$ cat src/rtl/pal_arb_pkg.sv
// rtl/pal_arb_pkg.sv - shared grant encoding, widths and write-buffer entry type for palette_arbiter
package pal_arb_pkg;

  localparam int PAL_AW         = 6;
  localparam int PAL_DW         = 32;
  localparam int PAL_BEW        = 4;
  localparam int PAL_WBUF_DEPTH = 4;

  typedef enum logic [2:0] {
    GNT_IDLE   = 3'd0,
    GNT_VID    = 3'd1,
    GNT_CPU_RD = 3'd2,
    GNT_CPU_WR = 3'd3,
    GNT_WBUF   = 3'd4
  } gnt_t;

  typedef struct packed {
    logic [PAL_AW-1:0]  addr;
    logic [PAL_BEW-1:0] be;
    logic [PAL_DW-1:0]  data;
  } wbuf_entry_t;

endpackage

$ cat src/rtl/pal_wbuf.sv
// rtl/pal_wbuf.sv - small posted-write FIFO holding {address, byteenable, data} for the palette RAM
module pal_wbuf
  import pal_arb_pkg::*;
(
  input  logic        clk,
  input  logic        reset_n,
  input  logic        push,
  input  wbuf_entry_t push_entry,
  input  logic        pop,
  output wbuf_entry_t head,
  output logic        full,
  output logic        empty
);

  localparam int PW = $clog2(PAL_WBUF_DEPTH);

  wbuf_entry_t    mem [PAL_WBUF_DEPTH];
  logic [PW-1:0]  wr_ptr;
  logic [PW-1:0]  rd_ptr;
  logic [PW:0]    count;

  // Pointer and occupancy tracking; reset empties the buffer.
  always_ff @(posedge clk or negedge reset_n) begin
    if (!reset_n) begin
      wr_ptr <= '0;
      rd_ptr <= '0;
      count  <= '0;
    end else begin
      if (push) wr_ptr <= wr_ptr + 1'b1;
      if (pop)  rd_ptr <= rd_ptr + 1'b1;
      count <= count + {{PW{1'b0}}, push} - {{PW{1'b0}}, pop};
    end
  end

  // Entry storage needs no reset: occupancy alone decides what is valid.
  always_ff @(posedge clk) begin
    if (push) mem[wr_ptr] <= push_entry;
  end

  assign head  = mem[rd_ptr];
  assign full  = (count == (PW+1)'(PAL_WBUF_DEPTH));
  assign empty = (count == '0);

endmodule

$ cat src/rtl/palette_arbiter.sv
// rtl/palette_arbiter.sv - single-port palette RAM arbiter (scanout vs CPU), optional write buffer via PAL_WBUF_EN
module palette_arbiter
  import pal_arb_pkg::*;
#(
  parameter int STARVE_LIMIT = 16
) (
  input  logic               clk,
  input  logic               reset_n,
  input  logic               vid_req,
  input  logic [PAL_AW-1:0]  vid_idx,
  output logic               vid_valid,
  output logic [PAL_DW-1:0]  vid_data,
  output logic               vid_miss,
  input  logic               cpu_chipselect,
  input  logic               cpu_read,
  input  logic               cpu_write,
  input  logic [PAL_AW-1:0]  cpu_address,
  input  logic [PAL_BEW-1:0] cpu_byteenable,
  input  logic [PAL_DW-1:0]  cpu_writedata,
  output logic               cpu_waitrequest,
  output logic [PAL_DW-1:0]  cpu_readdata,
  output logic               cpu_readdatavalid,
  output logic [PAL_AW-1:0]  ram_address,
  output logic [PAL_BEW-1:0] ram_byteenable,
  output logic [PAL_DW-1:0]  ram_writedata,
  output logic               ram_wren,
  output logic               ram_clken,
  input  logic [PAL_DW-1:0]  ram_readdata
);

  localparam int             CW    = $clog2(STARVE_LIMIT + 1);
  localparam logic [CW-1:0]  LIMIT = CW'(STARVE_LIMIT);

  gnt_t          gnt;
  gnt_t          last_gnt;
  logic [CW-1:0] starve_cnt;
  logic          cpu_rd;
  logic          cpu_wr;
  logic          cpu_pending;
  logic          force_cpu;
  logic          cpu_accept;

  // A simultaneous read+write is treated as a write.
  assign cpu_wr      = cpu_chipselect & cpu_write;
  assign cpu_rd      = cpu_chipselect & cpu_read & ~cpu_write;
  assign cpu_pending = cpu_rd | cpu_wr;
  assign force_cpu   = reset_n & cpu_pending & (starve_cnt == LIMIT);

`ifdef PAL_WBUF_EN
  wbuf_entry_t wb_in;
  wbuf_entry_t wb_head;
  logic        wb_full;
  logic        wb_empty;
  logic        wb_push;
  logic        wb_pop;

  assign wb_in   = '{addr: cpu_address, be: cpu_byteenable, data: cpu_writedata};
  assign wb_push = reset_n & cpu_wr & ~wb_full;
  assign wb_pop  = (gnt == GNT_WBUF);

  pal_wbuf u_wbuf (
    .clk        (clk),
    .reset_n    (reset_n),
    .push       (wb_push),
    .push_entry (wb_in),
    .pop        (wb_pop),
    .head       (wb_head),
    .full       (wb_full),
    .empty      (wb_empty)
  );

  // Grant: writes post into the buffer; reads wait for it to drain so order is kept.
  always_comb begin
    gnt = GNT_IDLE;
    if (!reset_n)                                gnt = GNT_IDLE;
    else if (force_cpu && cpu_rd && wb_empty)    gnt = GNT_CPU_RD;
    else if (force_cpu && !wb_empty)             gnt = GNT_WBUF;
    else if (vid_req)                            gnt = GNT_VID;
    else if (cpu_rd && wb_empty)                 gnt = GNT_CPU_RD;
    else if (!wb_empty)                          gnt = GNT_WBUF;
  end

  assign cpu_accept = (gnt == GNT_CPU_RD) | wb_push;
`else
  // Grant: scanout first unless the CPU has starved, then read, then write.
  always_comb begin
    gnt = GNT_IDLE;
    if (!reset_n)       gnt = GNT_IDLE;
    else if (force_cpu) gnt = cpu_rd ? GNT_CPU_RD : GNT_CPU_WR;
    else if (vid_req)   gnt = GNT_VID;
    else if (cpu_rd)    gnt = GNT_CPU_RD;
    else if (cpu_wr)    gnt = GNT_CPU_WR;
  end

  assign cpu_accept = (gnt == GNT_CPU_RD) | (gnt == GNT_CPU_WR);
`endif

  // RAM port steering for whichever source owns this cycle.
  always_comb begin
    ram_address    = '0;
    ram_byteenable = '0;
    ram_writedata  = '0;
    case (gnt)
      GNT_VID: begin
        ram_address    = vid_idx;
        ram_byteenable = '1;
      end
      GNT_CPU_RD: begin
        ram_address    = cpu_address;
        ram_byteenable = '1;
      end
      GNT_CPU_WR: begin
        ram_address    = cpu_address;
        ram_byteenable = cpu_byteenable;
        ram_writedata  = cpu_writedata;
      end
`ifdef PAL_WBUF_EN
      GNT_WBUF: begin
        ram_address    = wb_head.addr;
        ram_byteenable = wb_head.be;
        ram_writedata  = wb_head.data;
      end
`endif
      default: ;
    endcase
  end

  // Remember who owned the RAM so next cycle's q goes to the right requester.
  always_ff @(posedge clk or negedge reset_n) begin
    if (!reset_n) last_gnt <= GNT_IDLE;
    else          last_gnt <= gnt;
  end

  // Starvation counter: counts denied CPU cycles, saturates, clears on accept or forced grant.
  always_ff @(posedge clk or negedge reset_n) begin
    if (!reset_n)                               starve_cnt <= '0;
    else if (force_cpu || cpu_accept)           starve_cnt <= '0;
    else if (cpu_pending && starve_cnt != LIMIT) starve_cnt <= starve_cnt + 1'b1;
  end

  assign cpu_waitrequest   = cpu_pending & ~cpu_accept;
  assign vid_miss          = reset_n & vid_req & (gnt != GNT_VID);
  assign ram_wren          = (gnt == GNT_CPU_WR) | (gnt == GNT_WBUF);
  assign ram_clken         = reset_n;
  assign vid_valid         = (last_gnt == GNT_VID);
  assign vid_data          = vid_valid ? ram_readdata : '0;
  assign cpu_readdatavalid = (last_gnt == GNT_CPU_RD);
  assign cpu_readdata      = cpu_readdatavalid ? ram_readdata : '0;

endmodule
$ cat config.mk
export PLATFORM = sky130hd
export DESIGN_NAME = palette_arbiter
export DESIGN_NICKNAME = d
export VERILOG_FILES = /design/src/rtl/pal_arb_pkg.sv /design/src/rtl/pal_wbuf.sv /design/src/rtl/palette_arbiter.sv
export SDC_FILE = /design/constraint.sdc
export NUM_CORES = 1
export LEC_CHECK = 0
export ABC_AREA = 1
export CORE_ASPECT_RATIO = 1.25
export CORE_UTILIZATION = 23
export DETAILED_ROUTE_END_ITERATION = 6
export PLACE_DENSITY = 0.81
export SYNTH_ARGS = -nofsm -noshare
export SYNTH_HDL_FRONTEND = slang
export SYNTH_SLANG_ARGS = --single-unit
$ cat constraint.sdc
create_clock -name clk -period 2.5 [get_ports clk]
set_clock_uncertainty 0.15 [all_clocks]
set_input_delay 0.375 -clock clk [delete_from_list [all_inputs] [get_ports clk]]
set_output_delay 0.375 -clock clk [all_outputs]
set_load 0.02 [all_outputs]
### After elaboration in Yosys (flattened, before gate mapping)

Index checks and enable logic that the tools add are counted.

| storage, ports and cells | value |
|---|---|
| flip-flop bits (word level) | 8 |
| input port bits | 86 |

| operators by class | value |
|---|---|
| add/sub/neg operators | 1 |
| reduce and logical (&&, ||, !) cells | 5 |
| eq/ne operators | 9 |
| multiplexer cells | 13 |
| bitwise logic cells | 13 |

Operators by type and width:

| cell | count |
|---|---|
| 32-bit 2-to-1 mux | 3 |
| 6-bit case mux with 2 select lines | 1 |
| 5-bit 2-to-1 mux | 2 |
| 3-bit by 2-bit equality test with 1-bit output (second input constant) | 3 |
| 1-bit bitwise AND | 8 |
| 2-bit 2-to-1 mux | 4 |
| 4-bit case mux with 2 select lines | 1 |
| 3-bit by 1-bit equality test with 1-bit output (second input constant) | 2 |
| 5-bit by 1-bit adder with 5-bit output (second input constant) | 1 |
| 5-bit equality test (second input constant) | 1 |
| 5-bit inequality test (second input constant) | 1 |
| 2-bit OR reduction | 2 |
| 3-bit equality test (second input constant) | 1 |
| 3-bit 2-to-1 mux | 1 |
| 3-bit by 1-bit inequality test with 1-bit output (second input constant) | 1 |
| 1-bit OR | 3 |
| 1-bit inverter | 2 |
| 2-bit nonzero test | 1 |
| 1-bit logical AND | 1 |
| 1-bit logical OR | 1 |
| 1-bit 2-to-1 mux | 1 |

### Logic depth before layout (Yosys ltp)

| logic depth | value |
|---|---|
| depth in word-level cells | 11 |
| depth in mapped cells | 14 |

### Least setup slack after synthesis

No wires, ideal clock.

| timing path | value |
|---|---|
| kind | register to output |
| start | register starve_cnt[0] |
| end | output ram_byteenable[0] |
| arrival | 1.986 ns |
| path buffers | 1 |
| data required time | 1.975 ns |
| cell stages (with the launch flop) | 13 |
| path slack | -0.011 ns |
| path through | dfrtp_1 -> inv_1 -> ha_1 -> nand2_1 -> inv_1 -> nand2_4 -> o21bai_1 -> nand3_1 -> inv_1 -> ha_1 -> buf_2 -> nand2_1 -> a21oi_1 |

| on the way | value |
|---|---|
| word-level cells in the longest chain between the ends | 7 |

RTL lines:

| what | RTL line | RTL |
|---|---|---|
| from (decl) | palette_arbiter.sv:36 | `logic [CW-1:0] starve_cnt;` |
| from (signal assigned) | palette_arbiter.sv:138 | `else if (cpu_pending && starve_cnt != LIMIT) starve_cnt <= starve_cnt + 1'b1;` |
| 5-bit equality test * | palette_arbiter.sv:47 | `assign force_cpu = reset_n & cpu_pending & (starve_cnt == LIMIT);` |
| 1-bit bitwise AND * | palette_arbiter.sv:47 |  |
| 2-bit 2-to-1 mux * | palette_arbiter.sv:89 | `else if (force_cpu) gnt = cpu_rd ? GNT_CPU_RD : GNT_CPU_WR;` |
| 3-bit 2-to-1 mux * | palette_arbiter.sv:88 | `if (!reset_n) gnt = GNT_IDLE;` |
| via gnt[0] | palette_arbiter.sv:34 | `gnt_t gnt;` |
| 3-bit by 2-bit equality test with 1-bit output / 3-bit by 1-bit equality test with 1-bit output (equally long branches) | palette_arbiter.sv:103 | `case (gnt)` |
| 2-bit OR reduction (no line) | - |  |
| 4-bit case mux with 2 select lines * | palette_arbiter.sv:103 |  |
| to (decl) | palette_arbiter.sv:24 | `output logic [PAL_BEW-1:0] ram_byteenable,` |

Mark *: on every way through the listed nets, which the timed path passes. The rest lies on a longest branch.

### Worst setup path after layout

| timing path | value |
|---|---|
| start | register starve_cnt[0] |
| end | output ram_writedata[16] |

| on the way | value |
|---|---|
| word-level cells in the longest chain between the ends | 6 |

RTL lines:

| what | RTL line | RTL |
|---|---|---|
| 5-bit equality test | palette_arbiter.sv:47 |  |
| 1-bit bitwise AND | palette_arbiter.sv:47 |  |
| 2-bit 2-to-1 mux | palette_arbiter.sv:89 |  |
| 3-bit 2-to-1 mux | palette_arbiter.sv:88 |  |
| via gnt[0] | palette_arbiter.sv:34 |  |
| 3-bit by 2-bit equality test with 1-bit output | palette_arbiter.sv:103 |  |
| 32-bit 2-to-1 mux | palette_arbiter.sv:103 |  |
| to (decl) | palette_arbiter.sv:25 | `output logic [PAL_DW-1:0] ram_writedata,` |

The timed path passes the listed nets, and every way through them passes these cells.

==> impl_metrics.csv <==
group,metric,value,unit
grt,grt_pass1_wl,10.5,mm
grt,grt_pass1_vias,2305,
finish,final_common_cell,"clkdlybuf4s50_1",
setup_path,crit_arrival,2.07,ns
yosys,synth_cell_types,18,
route,routedWlPerCell,13.1,um
status,violations,"negative setup slack",
finish,drive_above_1_share,35.7,%
die,floorplan.die_area,6000,um2
clocking,cts-root-buf,"clkbuf_8",
power,power_density,246,nW/um2
yosys,synth_seq_area_share,13.4,%
power,peakVddDrop,0.148,mV
die,die_h,86.3,um
placed_design,hpwl,5.37,mm
sta,timing.fmax,385,MHz
route,routed_wl,7.35,mm
sta,finalSetupViolations,36,
finish,num_antenna_cells,0,
die,num_io_pins,198,
sta,period_minus_slack,2.60,ns
placed_design,io_buffers,197,
yosys,synth_area,1310,um2
sta,tightest_slew,0.304,ns
route,num_vias,2424,
route,post-route-drc-count,0,
setup_path,crit_type,"reg -> out",
clocking,hold_buffers,0,
die,rows,30,
setup_path,cp_slowest_stage_delay,0.38,ns
finish,fill_cells,390,
setup_path,cp-end-kind,"output port",
worst_hold_path,min_path_type,"in -> async",
route,ant_nets,0,
setup_path,required,1.98,ns
power,intPower,611,uW
grt,grt_usage,21.6,%
yosys,synth_nets,361,
yosys,ys_warn_count,0,
clocking,numCtsBuffers,3,
route,drt_first_pass_iters,4,
sta,holdWs,0.302,ns
setup_path,reg2regPathDepth,12,
power,switchingPower,401,uW
sta,rsz0062_at_grt,"true",
clocking,clock_path_buffers,2,
power,pwr-share-comb,68.5,%
grt,grt.overflow.total,0,
clocking,tritoncts,"done",
power,seqPwrFrac,15.3,%
placed_design,gp_congestion,0.797,
setup_path,crit_start,"starve_cnt[0]$_DFFE_PN0P_",
setup_path,crit_slowest_cell,"dfrtp_1",
finish,final-seq-area,175,um2
placed_design,pre_cts_slack,-0.679,ns
setup_path,setup.worst_path.start_class,"flop",
yosys,synth_seq_cells,7,
setup_path,crit_fanout,6,
power,power.leakage,2.22,nW
sta,setup_ws,-0.0976,ns
sta,period_share,104,%
die,core,5440,um2
sta,slew_violations,0,
route,viasPerCell,4.33,
clocking,clkTransAtPathRegs,0.04,ns
route,drt-initial-drc-count,75,
finish,multi_input_area,1090,um2
grt,antenna_found_initial,0,
finish,syn2layout_area_growth,214,%
run,drv_cap,0,
setup_path,crit_chain,"inv_2, ha_4, nand2_4, inv_4, nand2_8, o21bai_4, nand3_4, inv_4, ha_4, buf_12, clkbuf_16, nand2_2, inv_2, buf_6",
clocking,cts.sinks,7,
die,die_x,69.5,um
grt,grt_max_degree,33,
clocking,clk_latency,0.23,ns
clocking,htree_levels,1,
die,start_util,24.0,%
status,status,"finished, violations left",
setup_path,r2r_start,"starve_cnt[0]$_DFFE_PN0P_",
sta,relSlewSlack,79.7,%
power,p_sw_share,39.7,%
sta,hold_viol_final,0,
yosys,netlist_instances,270,
yosys,syn_avg_cell_area,4.85,um2
finish,final_nets,588,
power,clockPowerShare,16.2,%
finish,final_cell_mix,"145 x clkdlybuf4s50_1, 69 x nor2_1, 45 x inv_1",
-- cells by family after synthesis --
family                   Yosys count  synth area share (%)
buffers and inverters             91                  27.1
flip-flops                         7                  13.4
AND/OR/NAND/NOR                  155                  49.7
adder cells (fa/ha/maj)            5                  4.78
AO/OA/AOI/OAI                     11                  4.40
XOR/XNOR                           1                 0.669
-- per-stage QoR --
step           utilization (%)  total power, mW  instance area (um2)  setup TNS, ns  instances
2_1_floorplan                -            0.399                 1320              0        270
3_3_place_gp              64.7            0.735                 3520         -25.29        541
3_5_place_dp              64.7            0.743                 3520         -27.40        541
4_1_cts                   67.1            0.943                 3650          -1.62        550
5_1_grt                   75.4             1.08                 4110          -6.04        560
6_report                  75.4             1.01                 4110          -2.62        560
-- cell usage after synthesis --
library cell	instances	share of area (%)
nand3_1	16	6.1
nand3b_1	1	0.57
inv_2	2	0.57
buf_2	7	2.7
inv_1	77	22
o21bai_1	1	0.57
xor2_1	1	0.67
buf_4	1	0.57
nand2_2	2	0.96
ha_1	5	4.8
clkbuf_1	4	1.1
nor2_2	3	1.4
nand2_4	4	3.4
nor2_1	70	20
nand2_1	58	17
nand4_1	1	0.48
a21oi_1	10	3.8
dfrtp_1	7	13
-- worst paths after layout --
kind,endpoint,slack (ns)
worst max-delay path,ram_writedata[16],-0.1
worst min-delay path,last_gnt[0]$_DFF_PN0_,0.30
worst max register to register,starve_cnt[3]$_DFFE_PN0P_,0.78
worst min register to register,starve_cnt[1]$_DFFE_PN0P_,0.50
max in group asynchronous,last_gnt[1]$_DFF_PN0_,1.76
min in group clk,starve_cnt[1]$_DFFE_PN0P_,0.50
-- layer usage --
layer	part of all wire, %	vias to the layer above	global-route usage [%]
met2	56	139	44.3
met3	7.3	7	3.72
met4	0.99	0	6.12
met5	0	-	0
li1	-	1204	-
met1	36	1074	22.0
-- worst max-delay path, delay by kind of cell, from the launching register on --
kind	cells	cell delay [ns]
AOI/OAI and AO/OA	1	0.17
adders and majority gates	2	0.31
buffers and inverters	7	0.69
DFF	1	0.38
and+or+nand+nor	4	0.26
-- repair_timing --
item | 4_1_cts | 5_1_grt
gates resized for setup | 255 | 117
pin swaps | 11 | 15
gates cloned | 1 | 5
buffers inserted | 4 | 5
setup endpoints to repair | 45 | 47
-- power groups by stage --
| stage | Combinational [mW] | Sequential (mW) | Clock, mW |
|---|---|---|---|
| finish | 0.693 | 0.155 | 0.164 |
| global placement | 0.583 | 0.152 | 0 |
| global route | 0.746 | 0.158 | 0.175 |
| CTS | 0.622 | 0.153 | 0.167 |
| floorplan | 0.236 | 0.163 | 0 |
| detailed placement | 0.589 | 0.154 | 0 |
-- cell type report --
cell class / count / area share, %
clock buffer: 4 / 1.10
inverter: 79 / 7.46
multi-input combinational: 172 / 26.4
sequential: 7 / 4.27
tap: 64 / 1.95
timing repair buffer: 234 / 58.8
-- sequential cells by signal, indices dropped and copies added (netlist names) --
signal	flops
starve_cnt	5
last_gnt	2
Note: power is estimated with default switching activity, not from simulation.
